`src/rtl/seq_obf_core.sv`:
```
// seq_obf_core: key-sequence-locked sequential benchmark core.
//
// A small functional core (SW-bit register with an input-mixed LFSR
// next-state function and an inverted-MSB output) sits behind a state
// obfuscation FSM. The FSM must see KL key words on DIN, back to back,
// before DOUT carries the true function. Until then DOUT shows the
// un-inverted MSB, i.e. the corrupted output. The core itself always runs.
//
// Optional feature macro: SEQ_OBF_TRAP_EN
//   defined   - any key mismatch sends the FSM to an absorbing TRAP state
//   undefined - a mismatch restarts the key sequence at word 0
//
// Obfuscation FSM (mode + word index):
//   state      | meaning
//   MODE_OBF   | waiting for key word idx (idx = 0 .. KL-1)
//   MODE_FUNC  | unlocked, DOUT correct, absorbing until RST
//   MODE_TRAP  | wrong key seen, locked until RST (SEQ_OBF_TRAP_EN only)

module seq_obf_core #(
  parameter int              DW      = 4,
  parameter int              SW      = 3,
  parameter int              KL      = 4,
  parameter logic [KL*DW-1:0] KEY_SEQ = 16'hAC53,
  parameter logic [SW-1:0]   TAPS    = 3'b110
) (
  input  logic          CK,
  input  logic          RST,
  input  logic [DW-1:0] DIN,
  output logic          DOUT,
  output logic          UNLOCKED
);

  // Index register must be at least one bit wide, even for KL == 1.
  localparam int IW = (KL > 1) ? $clog2(KL) : 1;

`ifdef SEQ_OBF_TRAP_EN
  typedef enum logic [1:0] {
    MODE_OBF  = 2'd0,
    MODE_FUNC = 2'd1,
    MODE_TRAP = 2'd2
  } mode_t;
`else
  typedef enum logic [1:0] {
    MODE_OBF  = 2'd0,
    MODE_FUNC = 2'd1
  } mode_t;
`endif

  mode_t         mode;
  mode_t         mode_next;
  logic [IW-1:0] idx;
  logic [IW-1:0] idx_next;
  logic          unlock_edge;

  logic [DW-1:0] key_word;
  logic          last_word;

  logic [SW-1:0] s;
  logic [SW-1:0] dinx;
  logic          fb;
  logic [SW-1:0] s_adv;

  // Current expected key word and whether it is the final one.
  always_comb begin
    key_word  = KEY_SEQ[int'(idx)*DW +: DW];
    last_word = (idx == IW'(KL - 1));
  end

  // DIN folded onto the state width: zero-extend when narrower, truncate
  // when wider. Only the low SW bits ever reach the core.
  generate
    if (DW >= SW) begin : g_din_trunc
      assign dinx = DIN[SW-1:0];
    end else begin : g_din_ext
      assign dinx = {{(SW - DW){1'b0}}, DIN};
    end
  endgenerate

  // LFSR step with input mixing; this runs in every FSM state.
  always_comb begin
    fb    = ^(s & TAPS);
    s_adv = {s[SW-2:0], fb} ^ dinx;
  end

  // Next-state logic of the obfuscation FSM. A mismatch never re-checks
  // the offending word against word 0; it only restarts (or traps).
  always_comb begin
    mode_next   = mode;
    idx_next    = idx;
    unlock_edge = 1'b0;
    case (mode)
      MODE_OBF: begin
        if (DIN == key_word) begin
          if (last_word) begin
            mode_next   = MODE_FUNC;
            idx_next    = '0;
            unlock_edge = 1'b1;
          end else begin
            idx_next = idx + IW'(1);
          end
        end else begin
`ifdef SEQ_OBF_TRAP_EN
          mode_next = MODE_TRAP;
`endif
          idx_next  = '0;
        end
      end
      default: begin
        mode_next = mode;
        idx_next  = idx;
      end
    endcase
  end

  // State registers. Reset wins over everything; the unlock edge clears
  // the core so functional operation starts from a known state, and that
  // edge's DIN is deliberately not absorbed.
  always_ff @(posedge CK) begin
    if (RST) begin
      mode <= MODE_OBF;
      idx  <= '0;
      s    <= '0;
    end else begin
      mode <= mode_next;
      idx  <= idx_next;
      s    <= unlock_edge ? '0 : s_adv;
    end
  end

  // Outputs come from registers only; locked states show the raw MSB.
  always_comb begin
    UNLOCKED = (mode == MODE_FUNC);
    DOUT     = UNLOCKED ? ~s[SW-1] : s[SW-1];
  end

endmodule

```
`config.mk`:
```
export PLATFORM = sky130hd
export DESIGN_NAME = seq_obf_core
export DESIGN_NICKNAME = d
export VERILOG_FILES = /design/src/rtl/seq_obf_core.sv
export SDC_FILE = /design/constraint.sdc
export NUM_CORES = 1
export LEC_CHECK = 0
export CAP_MARGIN = 10
export CORE_AREA = 2 2 39 41
export CTS_BUF_LIST = sky130_fd_sc_hd__clkbuf_16
export DETAILED_ROUTE_END_ITERATION = 8
export DIE_AREA = 0 0 41 43
export DONT_BUFFER_PORTS = 1
export HOLD_SLACK_MARGIN = 0.03
export SLEW_MARGIN = 40
export SYNTH_ARGS = -nofsm -noshare
export SYNTH_HDL_FRONTEND = slang
export SYNTH_SLANG_ARGS = --single-unit
```
`constraint.sdc`:
```
create_clock -name CK -period 3.45 [get_ports CK]
set_clock_uncertainty 0.15 [all_clocks]
set_input_delay 0.69 -clock CK [delete_from_list [all_inputs] [get_ports CK]]
set_output_delay 0.69 -clock CK [all_outputs]
set_load 0.05 [all_outputs]
```
==> results_dict.tcl, run 1 <==
set metrics [dict create \
    status "complete, no violations" \
    antenna_cells 0 \
    die-area_um2 1760 \
    holdBufCountCts 0 \
    dp_slack_ns 1.47 \
    start_kind "flip-flop" \
    worstReg2RegEnd "mode[0]" \
    num_vias 263 \
    relSlewSlack_pct 57.2 \
    grt_max_degree 9 \
    cts_buffers 3 \
    timing.final.ws_setup_ns 1.25 \
    clock_latency_ns 0.22 \
    hold_path.class "reg -> reg" \
    clock_sinks 6 \
    cts_post_setup_buffers_inserted 0 \
    hold_ws_ns 0.351 \
    yosys_warnings 0 \
    htreeDepth 1 \
    post_route_cells_drive_above_1_share_pct 13.9 \
    layout_common_cells "6 x dfxtp_1, 4 x o22ai_1" \
    r2r-start "idx[1]" \
    synth-seq-area-share_pct 39.8 \
    syn_area_per_cell_um2 9.14 \
    r2r_slack_ns 1.92 \
    post-route-min-period_ns 2.20 \
    postRouteAntennaNets 0 \
    hold_viol 0 \
    crit_arrival_ns 1.36 \
    fmax_mhz 456 \
    port_buffers 0 \
    top_layer "met4" \
    slew_viol_final 0 \
    critPathRequiredTime_ns 2.61 \
    via_per_inst 5.06 \
    nets 45 \
    min_period_over_period_pct 63.6 \
    clk_pin_slew_ns 0.03 \
    die_w_um 41 \
    leakage_uw 0.000172 \
    r2r_cells 4 \
    syn_nets 40 \
    io_pins 8 \
    grt_setup_unrepaired "no" \
    path_class "reg -> out" \
    antenna_found_initial 0 \
    setup_viol 0 \
    min_from "idx[0]" \
    setup_tns_ns 0 \
    synth_area_leaders "dfxtp_1 40%, xnor2_1 8.7%, o22ai_1 8.3%, and3b_1 5.8%, xor2_1 5.8%" \
    start_util_pct 21.8 \
    total_power_uw 286 \
    grt_use_total_pct 8.94 \
    peakVddDrop_mv 0.158 \
    wl_um 610 \
    yosys_register_bits 6 \
    hold_depth 2 \
    clk_path_buf_depth 2 \
    synth_cell_types 15 \
    dieHeight_um 43 \
    first_pass_iters 4 \
    grt_pass1_vias 260 \
    final_common_cell "dfxtp_1" \
    core-area_um2 1380 \
    wl_per_cell_um 11.7 \
    syn_inst 33 \
    ctsResizeCount 0 \
    dr_wl_met2_um 321 \
    syn_to_final_growth_pct 32.8 \
    cts_tree "done" \
    p_per_area_nw_per_um2 715 \
    wl_met1_um 252 \
    path_max_fanout 7 \
    route.detailed.drc 0 \
    netlist_area_um2 302 \
    dr.first_iter.drc_count 4 \
    holdPathEnd "idx[0]" \
    worstMarginPinSlew_ns 0.641 \
    rows 14 \
    grt.overflow.total 0 \
    grt_pass1_wl_um 959 \
    wl_met3_um 13 \
    cts-root-buf "clkbuf_16" \
    synth_top_area_cell "dfxtp_1" \
    yosysTopAreaCellShare_pct 39.8 \
    place_congestion 0.609 \
    cap_viol_max_count 0 \
    cp-end-kind "output port" \
]
-- per-layer routing --
layer,track usage [%],vias up
li1,-,125
met3,0,2
met1,7.42,130
met5,0,-
met4,14.0,0
met2,14.1,6
-- critical path: stages, from the launching register on --
cell and delay [ns]:
dfxtp_1 0.72, xor2_1 0.19, buf_4 0.22
-- power breakdown --
group	total, µW	switching [µW]	leakage (µW)	internal, µW
sequential	79.7	4.13	0.0000492	75.6
combinational	23.7	12.0	0.0000857	11.7
clock	183	34.6	0.0000370	148
total	286	50.7	0.000172	236
-- synthesized netlist by cell type --
cell / number
and3b_1: 2
xnor2_1: 3
o221a_2: 1
nor3_1: 3
o22ai_1: 4
or4_1: 1
buf_1: 1
nand3_1: 1
ha_1: 1
nor2b_1: 1
nor3b_1: 2
inv_1: 2
nand2_1: 3
xor2_1: 2
dfxtp_1: 6
-- cell type report --
cell class / count / area, µm²
sequential: 6 / 120
tap: 16 / 20.0
clock buffer: 3 / 75.1
timing repair buffer: 1 / 7.51
multi-input combinational: 24 / 170
inverter: 2 / 7.51
fill: 145 / 983
-- kinds of logic after synthesis --
family,after synthesis,synth area share [%]
simple gates,13,25.7
flops,6,39.8
compound gates,5,12.0
xor+xnor,5,14.5
buf+inv,3,3.73
fa+ha+maj,1,4.15
-- worst max path at each step --
| stage | from | endpoint | slack, ns | cells after the start |
|---|---|---|---|---|
| after floorplan | mode[0] | DOUT | 1.09 | 1 |
| after global placement | mode[0] | DOUT | 1.49 | 2 |
| after detailed placement | mode[0] | DOUT | 1.47 | 2 |
| after CTS | mode[0] | DOUT | 1.24 | 2 |
| after global routing | mode[0] | DOUT | 1.15 | 2 |
| final | mode[0] | DOUT | 1.25 | 2 |
-- flip-flops by register name, summed over array words and instances, names as in the netlist --
signal	count
idx	2
mode	1
s	3
-- through the flow --
step / utilization [%] / cells / instance area (µm²)
floorplan: - / 33 / 302
global placement: 23.5 / 49 / 325
detailed placement: 23.5 / 49 / 325
CTS: 28.9 / 52 / 400
global route: 28.9 / 52 / 400
finish: 28.9 / 52 / 400
Note: power is estimated with default switching activity, not from simulation.
==> inputs of run 2 (changes only) <==
==> constraint.sdc (replaced) <==
create_clock -name CK -period 2 [get_ports CK]
set_clock_uncertainty 0.15 [all_clocks]
set_input_delay 0.4 -clock CK [delete_from_list [all_inputs] [get_ports CK]]
set_output_delay 0.4 -clock CK [all_outputs]
set_load 0.05 [all_outputs]
==> results_dict.tcl, run 2 (synthesis results as in run 1) <==
set metrics [dict create \
    p_int_uw 408 \
    dp_slack_ns 0.503 \
    cp-end-kind "output port" \
    start_kind "flip-flop" \
    n_fill_cell 143 \
    critPathRequiredTime_ns 1.45 \
    grt_pass1_vias 231 \
    wl_um 548 \
    antenna_found_initial 0 \
    p_per_area_nw_per_um2 1200 \
    dr.first_iter.drc_count 5 \
    core-area_um2 1380 \
    relSlewSlack_pct 81.1 \
    min_from "RST" \
    power_frac_comb_pct 8.1 \
    peakVddDrop_mv 0.370 \
    place_congestion 0.605 \
    status "complete, no violations" \
    grt_pass1_wl_um 917 \
    antenna_cells 0 \
    path_max_fanout 7 \
    top_regs "s x3, idx x2, mode x1" \
    rows 14 \
    cts_post_setup_buffers_inserted 0 \
    via_per_inst 4.51 \
    post-route-min-period_ns 1.58 \
    start_util_pct 21.8 \
    hold_path.class "in -> reg" \
    hold_viol 0 \
    dieHeight_um 43 \
    ctsResizeCount 0 \
    grt_use_total_pct 8.02 \
    largest_reg_flops 3 \
    finalInstanceArea_um2 415 \
    worstMarginPinSlew_ns 0.284 \
    slew_viol_final 0 \
    clock_latency_ns 0.22 \
    setup_tns_ns 0 \
    clock_sinks 6 \
    port_buffers 0 \
    holdBufCountCts 0 \
    crit_arrival_ns 1.03 \
    htreeDepth 1 \
    r2r-start "idx[1]" \
    pwr-share-seq_pct 27.7 \
    setup_viol 0 \
    cap_viol_max_count 0 \
    num_vias 239 \
    cts_buffers 3 \
    dpl-instance-area_um2 340 \
    path_class "reg -> out" \
    timing.final.ws_setup_ns 0.420 \
    cts-root-buf "clkbuf_16" \
    first_pass_iters 3 \
    regMostFlops "s" \
    clock_power_share_pct 64.2 \
    cts_tree "done" \
    p_sw_share_pct 18.5 \
    nets 46 \
    clk_pin_slew_ns 0.03 \
    final_core_util_pct 30.0 \
    grt_max_degree 9 \
    netSwitchingPower_uw 92.7 \
    leakage_uw 0.000177 \
    clk_path_buf_depth 2 \
    final_common_cell "dfxtp_1" \
    worstSetupStartpoint "mode[0]" \
    min_period_over_period_pct 79.0 \
    wl_per_cell_um 10.3 \
    post_route_cells_drive_above_1_share_pct 18.9 \
    io_pins 8 \
    grt_setup_unrepaired "no" \
    grt.overflow.total 0 \
    postRouteAntennaNets 0 \
    syn_to_final_growth_pct 37.8 \
    die-area_um2 1760 \
    fmax_mhz 633 \
    die_w_um 41 \
    route.detailed.drc 0 \
    layout_common_cells "6 x dfxtp_1, 4 x o22ai_1" \
]
[run 2: changes by cell type in the layout (fill, tap and decap cells not counted), sizes merged]
cell | before | now
buf | 1 | 2
[run 2: power groups by stage]
stage          sequential (µW)  combinational (µW)  clock, µW
3_3_place_gp               140                42.1          0
5_1_grt                    139                44.4        334
3_5_place_dp               140                40.5          0
4_1_cts                    138                41.0        327
6_report                   138                40.6        321
2_1_floorplan              138                36.6          0
[run 2: critical path: stages, from the launching register on]
cell	delay, ns
dfxtp_1	0.46
xor2_2	0.15
buf_4	0.20
[run 2: cell type report]
| type | instances | area [µm²] | area share, % |
|---|---|---|---|
| timing repair buffer | 2 | 15.0 | 3.61 |
| multi-input combinational | 24 | 178 | 42.8 |
| inverter | 2 | 7.51 | 1.81 |
| sequential | 6 | 120 | 28.9 |
| tap | 16 | 20.0 | 4.82 |
| clock buffer | 3 | 75.1 | 18.1 |
[run 2: path summary, 6_finish.rpt]
check        slack (ns)  endpoint  depth (start not counted)
max                0.42      DOUT                          2
min                 0.1      s[2]                          1
max reg2reg        0.48   mode[0]                          4
min reg2reg        0.35    idx[0]                          2
[run 2: per-stage QoR]
stage	hold slack, ns	power [µW]	cells
2_1_floorplan	0.319	175	33
3_3_place_gp	0.332	182	50
3_5_place_dp	0.331	181	50
4_1_cts	0.0967	506	53
5_1_grt	0.0979	517	53
6_report	0.0982	500	53
[run 2: metal layers]
metal | vias up | track usage, % | part of all wire [%]
li1 | 125 | - | -
met1 | 108 | 9.94 | 47
met2 | 4 | 10.6 | 47
met3 | 2 | 1.57 | 1.8
met4 | 0 | 8.00 | 4.0
met5 | - | 0 | 0
